--- src/rtl/stream_pkg.sv ---
// Shared constants for the stream demux: default widths and select encodings.
package stream_pkg;

    localparam int unsigned DEFAULT_N       = 32;
    localparam int unsigned DEFAULT_COUNT_W = 8;

    localparam logic PORT_ZERO = 1'b0;
    localparam logic PORT_ONE  = 1'b1;

endpackage

--- src/rtl/stream_slot.sv ---
// One-entry output holding register with full flag and valid/ready handshake.
module stream_slot #(
    parameter int unsigned N = 32
) (
    input  logic         clk,
    input  logic         rst,
    input  logic         wrEn,
    input  logic [N-1:0] wrData,
    output logic         outValid,
    output logic [N-1:0] outData,
    input  logic         outReady,
    output logic         canAccept
);

    logic         full_q, full_d;
    logic [N-1:0] data_q, data_d;
    logic         handshake;

    // Handshake and acceptance: a slot being drained this cycle can take a new word.
    always_comb begin
        handshake = full_q && outReady;
        canAccept = !full_q || outReady;
        outValid  = full_q;
        outData   = data_q;
    end

    // Next state: a write wins over a drain so back-to-back words keep the slot full.
    always_comb begin
        full_d = full_q;
        data_d = data_q;
        if (wrEn) begin
            full_d = 1'b1;
            data_d = wrData;
        end else if (handshake) begin
            full_d = 1'b0;
        end
    end

    // Slot register, cleared asynchronously so in-flight words are discarded.
    always_ff @(posedge clk or posedge rst) begin
        if (rst) begin
            full_q <= 1'b0;
            data_q <= '0;
        end else begin
            full_q <= full_d;
            data_q <= data_d;
        end
    end

endmodule

--- src/rtl/stream_demux_1to2.sv ---
// Registered 1-to-2 stream demux: steers each word to port 0 or 1 by its select bit,
// with an independent holding slot and wrapping handshake counter per port.
module stream_demux_1to2
    import stream_pkg::*;
#(
    parameter int unsigned N       = DEFAULT_N,
    parameter int unsigned COUNT_W = DEFAULT_COUNT_W
) (
    input  logic               clk,
    input  logic               rst,
    input  logic [N-1:0]       inData,
    input  logic               inSelect,
    input  logic               inValid,
    output logic               inReady,
    output logic [N-1:0]       zeroData,
    output logic               zeroValid,
    input  logic               zeroReady,
    output logic [N-1:0]       oneData,
    output logic               oneValid,
    input  logic               oneReady,
    output logic [COUNT_W-1:0] zeroCount,
    output logic [COUNT_W-1:0] oneCount
);

    logic               zero_can_accept, one_can_accept;
    logic               zero_wr_en, one_wr_en;
    logic [COUNT_W-1:0] zero_count_q, zero_count_d;
    logic [COUNT_W-1:0] one_count_q, one_count_d;

    // Ready looks only at the selected port, so a stalled port never blocks the other.
    always_comb begin
        inReady    = (inSelect == PORT_ONE) ? one_can_accept : zero_can_accept;
        zero_wr_en = inValid && inReady && (inSelect == PORT_ZERO);
        one_wr_en  = inValid && inReady && (inSelect == PORT_ONE);
    end

    stream_slot #(
        .N (N)
    ) u_slot_zero (
        .clk       (clk),
        .rst       (rst),
        .wrEn      (zero_wr_en),
        .wrData    (inData),
        .outValid  (zeroValid),
        .outData   (zeroData),
        .outReady  (zeroReady),
        .canAccept (zero_can_accept)
    );

    stream_slot #(
        .N (N)
    ) u_slot_one (
        .clk       (clk),
        .rst       (rst),
        .wrEn      (one_wr_en),
        .wrData    (inData),
        .outValid  (oneValid),
        .outData   (oneData),
        .outReady  (oneReady),
        .canAccept (one_can_accept)
    );

    // Per-port counters advance on each output handshake and wrap freely.
    always_comb begin
        zero_count_d = zero_count_q;
        one_count_d  = one_count_q;
        if (zeroValid && zeroReady) begin
            zero_count_d = zero_count_q + 1'b1;
        end
        if (oneValid && oneReady) begin
            one_count_d = one_count_q + 1'b1;
        end
    end

    // Counter registers.
    always_ff @(posedge clk or posedge rst) begin
        if (rst) begin
            zero_count_q <= '0;
            one_count_q  <= '0;
        end else begin
            zero_count_q <= zero_count_d;
            one_count_q  <= one_count_d;
        end
    end

    assign zeroCount = zero_count_q;
    assign oneCount  = one_count_q;

endmodule

--- config.mk ---
export PLATFORM = sky130hd
export DESIGN_NAME = stream_demux_1to2
export DESIGN_NICKNAME = d
export VERILOG_FILES = /design/src/rtl/stream_pkg.sv /design/src/rtl/stream_slot.sv /design/src/rtl/stream_demux_1to2.sv
export SDC_FILE = /design/constraint.sdc
export NUM_CORES = 1
export LEC_CHECK = 0
export ABC_AREA = 1
export CELL_PAD_IN_SITES_DETAIL_PLACEMENT = 1
export CELL_PAD_IN_SITES_GLOBAL_PLACEMENT = 2
export CORE_ASPECT_RATIO = 1.25
export CORE_MARGIN = 3
export CORE_UTILIZATION = 29
export CTS_CLUSTER_DIAMETER = 200
export DETAILED_ROUTE_END_ITERATION = 7
export HOLD_SLACK_MARGIN = 0.1
export PLACE_DENSITY_LB_ADDON = 0.08
export SYNTH_ARGS = -nofsm -noshare
export SYNTH_HDL_FRONTEND = slang
export SYNTH_SLANG_ARGS = --single-unit
--- constraint.sdc ---
create_clock -name clk -period 7.7 [get_ports clk]
set_input_delay 1.54 -clock clk [delete_from_list [all_inputs] [get_ports clk]]
set_output_delay 1.54 -clock clk [all_outputs]
set_load 0.02 [all_outputs]
==> flow_metrics.env, run 1 <==
export IMPL_clock_path_buffers=2
export IMPL_cts_tree="built"
export IMPL_grt_pass1_wl_um=14400
export IMPL_rr_startpoint="u_slot_zero.outValid"
export IMPL_r2r_end="u_slot_zero.outData[23]"
export IMPL_cts_root_buffer="clkbuf_16"
export IMPL_crit_required_ns=6.16
export IMPL_max_stage_delay_ns=0.62
export IMPL_cp_start_kind="primary input"
export IMPL_cp_cell_sequence="clkdlybuf4s50_1 > inv_1 > nand2_2 > nor2_1 > a31oi_1 > clkdlybuf4s50_1"
export IMPL_post_drt_wl_per_cell_um=13.7
export IMPL_finalWorstSetupSlack_ns=3.16
export IMPL_ant_nets=0
export IMPL_worst_pin_slew_ns=1.07
export IMPL_critical_path_top_delay_family="buffers and inverters"
export IMPL_min_from="u_slot_one.outData[17]"
export IMPL_p_leak_nw=2.37
export IMPL_tns_ns=0
export IMPL_nets=496
export IMPL_cts_made_buffers=9
export IMPL_design_core_area_um2=11700
export IMPL_fin_util=0.433
export IMPL_ys_warn_count=0
export IMPL_layout_drive_gt1_share=0.154
export IMPL_die_w_um=104
export IMPL_routed_wl_um=8520
export IMPL_ctsResizeCount=0
export IMPL_antenna_found_initial=0
export IMPL_grt_usage=0.135
export IMPL_rows=44
export IMPL_min_to="u_slot_one.outData[17]"
export IMPL_dp_slack_ns=3.13
export IMPL_worst_path_max_delay_cell="clkdlybuf4s50_1"
export IMPL_fmax_mhz=220
export IMPL_irDropWorstVdd_uv=95.5
export IMPL_yosys_area_top_type="dfrtp_1"
export IMPL_min_path_type="flop to flop"
export IMPL_dieArea_um2=13300
export IMPL_post_route_min_period_ns=4.54
export IMPL_drt_pass1_iterations=4
export IMPL_synth_area_um2=3470
export IMPL_cts_setup_buffers=0
export IMPL_slew_violations=0
export IMPL_worstSetupPathType="primary input to primary output"
export IMPL_p_per_area_nw_per_um2=281
export IMPL_critPathMostFrequentCell="clkdlybuf4s50_1"
export IMPL_synth_cells=337
export IMPL_rr_worst_depth=4
export IMPL_syn_avg_cell_area_um2=10.3
export IMPL_setup_viol=0
export IMPL_yosysSeqAreaShare=0.592
export IMPL_drv_cap=0
export IMPL_holdBufCountCts=0
export IMPL_drtIter0Drc=92
export IMPL_io_buffers=120
export IMPL_synth_seq_cells=82
export IMPL_end_kind="primary output"
export IMPL_status="complete, no violations"
export IMPL_grt_max_degree=83
export IMPL_syn2layout_area_growth_pct=45.6
export IMPL_initial_core_util=0.297
export IMPL_yosysUniqueCellTypes=22
export IMPL_clock_skew_ns=0.00457
export IMPL_multiInputGateArea_um2=1100
export IMPL_rsz0062_at_grt="no"
export IMPL_dp_hpwl_um=5730
export IMPL_die_y_um=128
export IMPL_clk_pin_slew_worst_paths_ns=0.06
export IMPL_grt_pass1_vias=2770
export IMPL_synth_top_cell_area_share=0.592
export IMPL_synthTopCellsByArea="dfrtp_1 (59%), o21ai_2 (12%), nand2_1 (10%)"
export IMPL_crit_buf_inv=3
export IMPL_synth_fp_nets=377
export IMPL_clock_latency_ns=0.33
export IMPL_routabilityCongestion=0.709
export IMPL_hold_path_cell_count=2
export IMPL_viasPerCell=4.17
export IMPL_htree_levels=3
export IMPL_vias=2595
export IMPL_slew_headroom=0.287
export IMPL_worst_path_max_fanout=3
export IMPL_regToRegSetupSlack_ns=5.95
export IMPL_drc_errors=0
export IMPL_fillers=1332
export IMPL_antennaDiodeCount=0
export IMPL_ff_latch_area_um2=2050
export IMPL_cts_num_sinks=82
export IMPL_hold_viol_final=0
export IMPL_worst_ep_arrival_time_ns=3.00
export IMPL_grt_ovfl_total=0
export IMPL_ios=121
export IMPL_finalCritPeriodShare=0.590
[state kept, by name (all words and copies together), names as in the netlist]
signal                cells
u_slot_zero.outValid      1
zeroCount                 8
u_slot_one.outData       32
oneCount                  8
u_slot_one.outValid       1
u_slot_zero.outData      32
[cell families after synthesis]
| kind of cell | Yosys count | synth area share |
|---|---|---|
| simple gates | 117 | 0.140 |
| flops | 82 | 0.592 |
| compound gates | 65 | 0.144 |
| buf+inv | 62 | 0.0938 |
| xor+xnor | 8 | 0.0202 |
| fa+ha+maj | 2 | 0.00722 |
| mux | 1 | 0.00325 |
[synthesized netlist by cell type]
library cell and number:
nand3b_1 1, buf_6 12, ha_1 2, dfrtp_1 82, inv_2 2, xnor2_1 5
mux2_2 1, nor3_2 1, nor2_1 9, a31oi_1 1, nor2_2 1, clkbuf_2 2
o21ai_1 18, nand3_2 1, nand3b_2 1, nand2_2 2, nand4_1 3, inv_1 46
xor2_1 3, nand3_1 5, nand2_1 93, o21ai_2 46
[worst min-delay path, stage by stage, from the launching register on]
cell     delay (ns)
dfrtp_1        0.34
nand2_1        0.06
o21ai_2        0.05
[worst max-delay path by stage]
stage,start,to,depth (start not counted)
floorplan,rst,oneCount[0],1
global placement,zeroReady,inReady,6
detailed placement,zeroReady,inReady,6
CTS,zeroReady,inReady,6
global route,zeroReady,inReady,6
finish,zeroReady,inReady,6
[routing by layer]
metal,vias up,routed length [µm],global-route usage
met5,-,0,0
met4,0,130,0.0587
met3,9,546,0.0413
met2,70,4060,0.225
met1,1229,3780,0.164
li1,1287,-,-
[stage by stage]
step | std cells | hold slack (ns) | instance area (µm²) | power [mW]
3_5_place_dp | 606 | 0.468 | 4750 | 1.01
3_3_place_gp | 606 | 0.465 | 4750 | 0.999
2_1_floorplan | 337 | 0.593 | 3470 | 0.791
4_1_cts | 622 | 0.484 | 5050 | 1.45
5_1_grt | 622 | 0.495 | 5050 | 1.51
6_report | 622 | 0.479 | 5050 | 1.42
[power breakdown]
| group | switching, mW | total [mW] | internal, mW |
|---|---|---|---|
| Sequential | 0.0596 | 0.568 | 0.509 |
| Combinational | 0.218 | 0.421 | 0.202 |
| Clock | 0.162 | 0.431 | 0.269 |
[layout make-up]
type,count,area share
Sequential cell,82,0.406
Clock inverter,2,0.00694
Clock buffer,14,0.0523
Timing Repair Buffer,122,0.241
Multi-Input combinational cell,193,0.218
Tap cell,161,0.0399
Inverter,48,0.0359
[cell usage in the layout, fill, tap and decap left out, types with 5 or more instances in the layout]
cell type	instances
nand2_1	93
o21ai_2	46
xnor2_1	5
nor2_1	9
clkdlybuf4s50_1	120
clkbuf_16	9
inv_1	45
dfrtp_1	82
o21ai_1	18
nand3_1	5
Power figures use the tool's default switching activity.
==> inputs of run 2 (changes only) <==
--- a/config.mk
+++ b/config.mk
@@ -10,7 +10,7 @@
 export CELL_PAD_IN_SITES_GLOBAL_PLACEMENT = 2
 export CORE_ASPECT_RATIO = 1.25
 export CORE_MARGIN = 3
-export CORE_UTILIZATION = 29
+export CORE_UTILIZATION = 24
 export CTS_CLUSTER_DIAMETER = 200
 export DETAILED_ROUTE_END_ITERATION = 7
 export HOLD_SLACK_MARGIN = 0.1
==> constraint.sdc (replaced) <==
create_clock -name clk -period 3.78 [get_ports clk]
set_input_delay 0.756 -clock clk [delete_from_list [all_inputs] [get_ports clk]]
set_output_delay 0.756 -clock clk [all_outputs]
set_load 0.02 [all_outputs]
==> run 2 against run 1 <==
Compared with the run above: clock power up 110%; wire length is 4.2% higher; cell area rose by 1.2%; clock skew about the same; register-to-register slack got worse by 3.8 ns; hold slack better by 0.0024 ns.
==> flow_metrics.env, run 2 (synthesis results as in run 1) <==
export IMPL_post_route_min_period_ns=2.98
export IMPL_drt_pass1_iterations=4
export IMPL_holdBufCountCts=0
export IMPL_cts_made_buffers=9
export IMPL_met3_length_um=601
export IMPL_min_from="u_slot_zero.outData[17]"
export IMPL_ant_nets=0
export IMPL_irDropWorstVdd_uv=212
export IMPL_worstSetupPathType="primary input to primary output"
export IMPL_final_cell_mix="clkdlybuf4s50_1 (120), nand2_1 (93), dfrtp_1 (82), o21ai_2 (46), inv_1 (45)"
export IMPL_fillers=1586
export IMPL_drv_cap=0
export IMPL_status="complete, no violations"
export IMPL_grt_pass1_wl_um=14800
export IMPL_final_cell_area_um2=5110
export IMPL_die_y_um=140
export IMPL_setup_viol=0
export IMPL_p_switching_mw=0.902
export IMPL_min_path_type="flop to flop"
export IMPL_p_per_area_nw_per_um2=575
export IMPL_clkPwrFrac=0.314
export IMPL_grt_usage=0.119
export IMPL_worst_path_max_fanout=3
export IMPL_rr_worst_depth=5
export IMPL_design_core_area_um2=14000
export IMPL_p_seq_frac=0.394
export IMPL_rr_startpoint="u_slot_zero.outValid"
export IMPL_syn2layout_area_growth_pct=47.3
export IMPL_nets=498
export IMPL_regToRegSetupSlack_ns=2.15
export IMPL_p_int_mw=2.03
export IMPL_slew_headroom=0.458
export IMPL_slew_violations=0
export IMPL_grt_pass1_vias=2774
export IMPL_dp_hpwl_um=6370
export IMPL_final_common_cell="clkdlybuf4s50_1"
export IMPL_clk_pin_slew_worst_paths_ns=0.06
export IMPL_tns_ns=0
export IMPL_ctsResizeCount=0
export IMPL_cts_num_sinks=82
export IMPL_layout_drive_gt1_share=0.160
export IMPL_die_w_um=114
export IMPL_routabilityCongestion=0.672
export IMPL_ff_latch_area_um2=2050
export IMPL_routed_wl_um=8880
export IMPL_grt_max_degree=66
export IMPL_io_buffers=120
export IMPL_p_total_mw=2.94
export IMPL_wl_met2_um=4280
export IMPL_cts_root_buffer="clkbuf_16"
export IMPL_cts_tree="built"
export IMPL_routed_top_layer="met4"
export IMPL_crit_required_ns=3.02
export IMPL_ios=121
export IMPL_drtIter0Drc=101
export IMPL_finalCritPeriodShare=0.787
export IMPL_clock_path_buffers=2
export IMPL_wl_met1_um=3790
export IMPL_rows=48
export IMPL_rsz0062_at_grt="no"
export IMPL_initial_core_util=0.248
export IMPL_dieArea_um2=15900
export IMPL_cp_start_kind="primary input"
export IMPL_drc_errors=0
export IMPL_clock_latency_ns=0.33
export IMPL_multiInputGateArea_um2=1110
export IMPL_clock_skew_ns=0.00437
export IMPL_post_drt_wl_per_cell_um=13.9
export IMPL_end_kind="primary output"
export IMPL_hold_path_cell_count=2
export IMPL_p_leak_nw=2.39
export IMPL_antenna_found_initial=0
export IMPL_worst_pin_slew_ns=0.813
export IMPL_fmax_mhz=336
export IMPL_cts_setup_buffers=0
export IMPL_htree_levels=3
export IMPL_worst_ep_arrival_time_ns=2.22
export IMPL_antennaDiodeCount=0
export IMPL_p_comb_frac=0.292
export IMPL_r2r_end="u_slot_zero.outData[11]"
export IMPL_grt_ovfl_total=0
export IMPL_hold_viol_final=0
export IMPL_min_to="u_slot_zero.outData[17]"
export IMPL_vias=2635
export IMPL_viasPerCell=4.13
export IMPL_placed_area_um2=4790
export IMPL_p_sw_frac=0.307
## run 2: cell count changes in the layout (fill, tap and decap cells not counted), sizes merged
| cell | delta |
|---|---|
| clkinv | -1 |
| clkbuf | +1 |
| buf | +2 |
## run 2: critical path, stage by stage
cell	delay, ns
clkdlybuf4s50_1	0.50
inv_1	0.06
nand2_2	0.09
nor2_1	0.05
a31oi_1	0.14
clkdlybuf4s50_1	0.63
## run 2: worst max path at each step
stage / from / to / slack (ns) / depth (start not counted)
after global routing: zeroReady / inReady / 0.74 / 6
after global placement: zeroReady / inReady / 0.78 / 6
after floorplan: rst / oneCount[0] / 0.92 / 1
final: zeroReady / inReady / 0.80 / 6
after CTS: zeroReady / inReady / 0.79 / 6
after detailed placement: zeroReady / inReady / 0.78 / 6
## run 2: layer usage
layer  vias to the layer above  global-route usage
met3                        12              0.0367
met1                      1254               0.148
li1                       1291                   -
met4                         0              0.0608
met5                         -                   0
met2                        78               0.185
## run 2: cell type report
type,instances,area share
Inverter,48,0.0355
Sequential cell,82,0.402
Clock inverter,1,0.00588
Clock buffer,15,0.0563
Multi-Input combinational cell,193,0.217
Tap cell,175,0.0429
Timing Repair Buffer,124,0.241
## run 2: power by group through the flow
| stage | clock, mW | sequential (mW) | combinational [mW] |
|---|---|---|---|
| 3_3_place_gp | 0 | 1.17 | 0.870 |
| 2_1_floorplan | 0 | 1.35 | 0.258 |
| 5_1_grt | 1.01 | 1.19 | 0.933 |
| 6_report | 0.922 | 1.16 | 0.857 |
| 4_1_cts | 0.966 | 1.16 | 0.879 |
| 3_5_place_dp | 0 | 1.18 | 0.876 |
## run 2: through the flow
step	utilization	cells	worst slack [ns]	hold WS, ns
detailed placement	0.342	622	0.785	0.469
global route	0.365	638	0.741	0.506
floorplan	-	337	0.916	0.593
CTS	0.365	638	0.785	0.485
finish	0.365	638	0.804	0.481
global placement	0.342	622	0.781	0.464
==> patch 1, RTL diff (flow settings as in run 2) <==
Reset style: synchronous (`rst`), changed in 2 clocked blocks. Comments in the files are not updated.
--- a/src/rtl/stream_slot.sv
+++ b/src/rtl/stream_slot.sv
@@ -37,7 +37,7 @@
     end
 
     // Slot register, cleared asynchronously so in-flight words are discarded.
-    always_ff @(posedge clk or posedge rst) begin
+    always_ff @(posedge clk) begin
         if (rst) begin
             full_q <= 1'b0;
             data_q <= '0;
--- a/src/rtl/stream_demux_1to2.sv
+++ b/src/rtl/stream_demux_1to2.sv
@@ -73,7 +73,7 @@
     end
 
     // Counter registers.
-    always_ff @(posedge clk or posedge rst) begin
+    always_ff @(posedge clk) begin
         if (rst) begin
             zero_count_q <= '0;
             one_count_q  <= '0;
Function: differs if rst is asserted again (counterexample within 4 cycles, from zero or initial values and one cycle with rst high); with rst held inactive, the same outputs for 10 cycles.
==> patch 1 against run 2 <==
  * Sequential cell count is the same
  * Final area shrank 7.1%
  * Synthesized area shrank 10%
  * Routed wire length rose by 11%
  * Setup slack gained 64 ps
  * Non-clock buffer count down 2
  * Synthesized cell count increased by 23%
  * Global-route usage rose by 2.2 points
  * First-iteration DRC count fell by 7.9%
  * Clock skew is 2.5 ps higher
  * Sequential share of layout area shrank 5.6 points
  * Critical path depth unchanged
Power is not compared: it rests on default switching activity, and its combinational part moved more than twofold at a synthesized area within 25%.
==> patch 1: results (changes against run 2) <==
| Metric | Value |
|---|---|
| H-Tree Level Count | `3 (unchanged)` |
| Sequential element share of the synthesized area | `52.65% (was 59.18%)` |
| Placement Cell Area | `4405 sq um (was 4790 sq um)` |
| Worst slew margin relative to its limit | `51.69% (was 45.81%)` |
| Clock tree skew after final layout | `6.828 ps (was 4.368 ps)` |
| Layout cells sized above 1 | `5.273% (was 15.98%)` |
| Final estimated routing congestion in global placement | `0.7390 (was 0.6723)` |
| Unique masters post-synth | `19 (was 22)` |
| Tot GR Track Use | `14.14% (was 11.89%)` |
| Status | `finished clean (unchanged)` |
| Most instantiated cells after synthesis | `sky130_fd_sc_hd__nand2_1 (163), sky130_fd_sc_hd__dfxtp_1 (82), sky130_fd_sc_hd__a21oi_1 (72) (was sky130_fd_sc_hd__nand2_1 (93), sky130_fd_sc_hd__dfrtp_1 (82), sky130_fd_sc_hd__inv_1 (46), sky130_fd_sc_hd__o21ai_2 (46), sky130_fd_sc_hd__o21ai_1 (18))` |
| Arrival time of the worst setup path | `2160 ps (was 2220 ps)` |
| Critical path peak fanout | `4 (was 3)` |
| Layout Nets | `566 (was 498)` |
| Total of fill cells in the finished design | `1504 (was 1586)` |
| Largest net degree at the start of global routing | `65 (was 66)` |
| Post-synthesis instance total | `413 (was 337)` |
| Worst setup slack after placement | `855.7 ps (was 784.9 ps)` |
| Number of global-route vias before repair | `3092 (was 2774)` |
| Critical Path Max Stage Delay | `590 ps (was 630 ps)` |
| Wire length of the first global-routing pass | `16.04 mm (was 14.78 mm)` |
| Drt via density | `4.295 (was 4.130)` |
| Final routed wirelength across all metal layers | `9.888 mm (was 8.878 mm)` |
| Dpl hpwl | `6.697 mm (was 6.374 mm)` |
| Most used flip-flop cell after synthesis | `sky130_fd_sc_hd__dfxtp_1 (was sky130_fd_sc_hd__dfrtp_1)` |
| Cell total after placement | `679 (was 622)` |
| Wire per inst | `14.23 um (was 13.92 um)` |
-- patch 1: changes by cell type after synthesis, sizes merged, moves of 18 or more --
cell,delta
a21oi,+72
dfrtp,-82
dfxtp,+82
inv,-18
nand2,+70
o21ai,-58
-- patch 1: worst min-delay path: stages, from the launching register on --
cell	delay, ps
sky130_fd_sc_hd__dfxtp_1	310
sky130_fd_sc_hd__nand2_1	60
sky130_fd_sc_hd__a21oi_1	50
-- patch 1: worst paths after layout --
kind                                            start                       to  slack (ps)
worst min-delay path            u_slot_one.outData[9]    u_slot_one.outData[9]         460
worst min register to register  u_slot_one.outData[9]    u_slot_one.outData[9]         460
worst max-delay path                         oneReady                  inReady         870
worst max register to register   u_slot_zero.outValid  u_slot_zero.outData[19]        1940
-- patch 1: cells by family (layout without fill, tap and decap cells) --
family / Yosys count / in the layout / synth area share (%)
buffers and inverters: 52 / 170 / 8.065
AND/OR/NAND/NOR: 199 / 199 / 25.96
AO/OA/AOI/OAI: 78 / 78 / 12.52
adder cells (fa/ha/maj): 2 / 2 / 0.8024
flip-flops: 82 / 82 / 52.65
-- patch 1: final cells by class --
type,instances,area (sq um),share of cell area (%)
clock inverters,4,72.57,1.530
inverters,32,122.6,2.584
clock buffers,12,266.5,5.617
flip-flops and latches,82,1642,34.60
multi-input cells,279,1225,25.82
well taps,164,205.2,4.325
repair buffers,122,1211,25.53
-- patch 1: power breakdown --
part / switching [uW] / leakage [uW] / internal [uW]
Clock: 354 / 0.000165 / 632
Combinational: 142 / 0.000964 / 119
Sequential: 20.3 / 0.000669 / 899
-- patch 1: per-layer routing --
metal | GRT usage (%) | wire (um)
met5 | 0 | 0
met4 | 4.842 | 118
met3 | 4.750 | 617
met2 | 22.41 | 4707
met1 | 17.93 | 4444
==> patch 2, RTL diff (settings of run 2) <==
Made on the original files. Set the package constant `DEFAULT_COUNT_W` to 10 (it was 8).
--- a/src/rtl/stream_pkg.sv
+++ b/src/rtl/stream_pkg.sv
@@ -2,7 +2,7 @@
 package stream_pkg;
 
     localparam int unsigned DEFAULT_N       = 32;
-    localparam int unsigned DEFAULT_COUNT_W = 8;
+    localparam int unsigned DEFAULT_COUNT_W = 10;
 
     localparam logic PORT_ZERO = 1'b0;
     localparam logic PORT_ONE  = 1'b1;
Ports: changed (resized oneCount and zeroCount); port bits go from 121 to 125. The function was not compared with the original's and may differ.
==> patch 2 against run 2 <==
  * Sequential power grew 4%
  * Count of clock-buffer cells in the layout shrank 3
  * Final area up 5.1%
  * Clock power up 2.8%
  * Synthesized area up 5.7%
  * Fmax down 2.6%
  * Setup slack worse by 80 ps
  * Worst hold slack got worse by 3.6 ps
  * Total power rose by 3.1%
  * Sequential cell count increased by 4
  * Combinational power grew 2%
  * Routed wire length rose by 5.3%
  * First-iteration DRC count rose by 3.0%
==> patch 2: results (changes against run 2) <==
| Metric | Value |
|---|---|
| Placement Cell Area | `5050 sq um (was 4790 sq um)` |
| Final routed wirelength across all metal layers | `9.345 mm (was 8.878 mm)` |
| Seq group | `1210 uW (was 1160 uW)` |
| Worst flop-to-flop path endpoint | `u_slot_one.outData[9] (was u_slot_zero.outData[11])` |
| Cell total after placement | `648 (was 622)` |
| Unique masters post-synth | `24 (was 22)` |
| Endpoint, Worst Hold | `u_slot_zero.outData[22] (was u_slot_zero.outData[17])` |
| Sequential element share of the synthesized area | `58.72% (was 59.18%)` |
| Top area cells in the synthesized netlist | `sky130_fd_sc_hd__dfrtp_1 (59%), sky130_fd_sc_hd__o21ai_2 (11%), sky130_fd_sc_hd__nand2_1 (10%), sky130_fd_sc_hd__inv_1 (4.9%), sky130_fd_sc_hd__buf_6 (3.7%) (was sky130_fd_sc_hd__dfrtp_1 (59%), sky130_fd_sc_hd__o21ai_2 (12%), sky130_fd_sc_hd__nand2_1 (10%), sky130_fd_sc_hd__inv_1 (5.0%), sky130_fd_sc_hd__buf_6 (3.9%))` |
| Max IR drop VDD | `183.7 uV (was 211.9 uV)` |
| Total of fill cells in the finished design | `1675 (was 1586)` |
| Drt via density | `4.137 (was 4.130)` |
| Hold Slack | `477.4 ps (was 481.0 ps)` |
| Clock network power | `948 uW (was 922 uW)` |
| Most instantiated cells after synthesis | `sky130_fd_sc_hd__nand2_1 (98), sky130_fd_sc_hd__dfrtp_1 (86), sky130_fd_sc_hd__inv_1 (48) (was sky130_fd_sc_hd__nand2_1 (93), sky130_fd_sc_hd__dfrtp_1 (82), sky130_fd_sc_hd__inv_1 (46), sky130_fd_sc_hd__o21ai_2 (46), sky130_fd_sc_hd__o21ai_1 (18))` |
| Share of total power consumed by net switching | `30.65% (was 30.71%)` |
| Dpl hpwl | `6.420 mm (was 6.374 mm)` |
| Mapped Nets | `396 (was 377)` |
| Layout cells sized above 1 | `15.84% (was 15.98%)` |
| Leakage power | `0.002503 uW (was 0.002389 uW)` |
| Beginning of the worst register-to-register path | `u_slot_one.outValid (was u_slot_zero.outValid)` |
| Worst R2R Setup Slack | `1980 ps (was 2150 ps)` |
| Worst setup slack after placement | `734.1 ps (was 784.9 ps)` |
| Wire length of the first global-routing pass | `15.35 mm (was 14.78 mm)` |
| Layout Nets | `521 (was 498)` |
| Status | `finished clean (unchanged)` |
-- patch 2: cell types whose count changed after synthesis, moves of 2 or more --
cell                             run 2  this run
sky130_fd_sc_hd__dfrtp_1            82        86
sky130_fd_sc_hd__inv_1              46        48
sky130_fd_sc_hd__nand2_1            93        98
sky130_fd_sc_hd__nand3_1             5         9
sky130_fd_sc_hd__nand4_1             3         5
sky130_fd_sc_hd__nor2_1              9         4
sky130_fd_sc_hd__nor2_2              1         3
sky130_fd_sc_hd__o21ai_0             0         9
sky130_fd_sc_hd__o21ai_1            18         9
sky130_fd_sc_hd__xnor2_1             5         7
sky130_fd_sc_hd__xor2_1              3         5
-- patch 2: logic make-up after synthesis --
group | after synthesis | synth area share, %
AND/OR/NAND/NOR | 125 | 14.44
flip-flops | 86 | 58.72
AO/OA/AOI/OAI | 65 | 13.62
buffers and inverters | 64 | 9.047
XOR/XNOR | 12 | 2.868
multiplexers | 2 | 0.6145
adder cells (fa/ha/maj) | 2 | 0.6827
-- patch 2: layout make-up --
| cell class | instances | area [sq um] | share of cell area [%] |
|---|---|---|---|
| clock buffers | 12 | 246.5 | 4.593 |
| flip-flops and latches | 86 | 2152 | 40.10 |
| inverters | 50 | 188.9 | 3.521 |
| repair buffers | 128 | 1296 | 24.15 |
| clock inverters | 4 | 70.07 | 1.306 |
| well taps | 178 | 222.7 | 4.150 |
| multi-input cells | 206 | 1190 | 22.17 |
-- patch 2: layer usage --
| metal | routed length, um | global-route usage, % | part of all wire [%] |
|---|---|---|---|
| met1 | 4185 | 15.48 | 45 |
| met2 | 4309 | 17.72 | 46 |
| met3 | 660 | 3.684 | 7.1 |
| met4 | 190 | 6.048 | 2.0 |
| met5 | 0 | 0 | 0 |
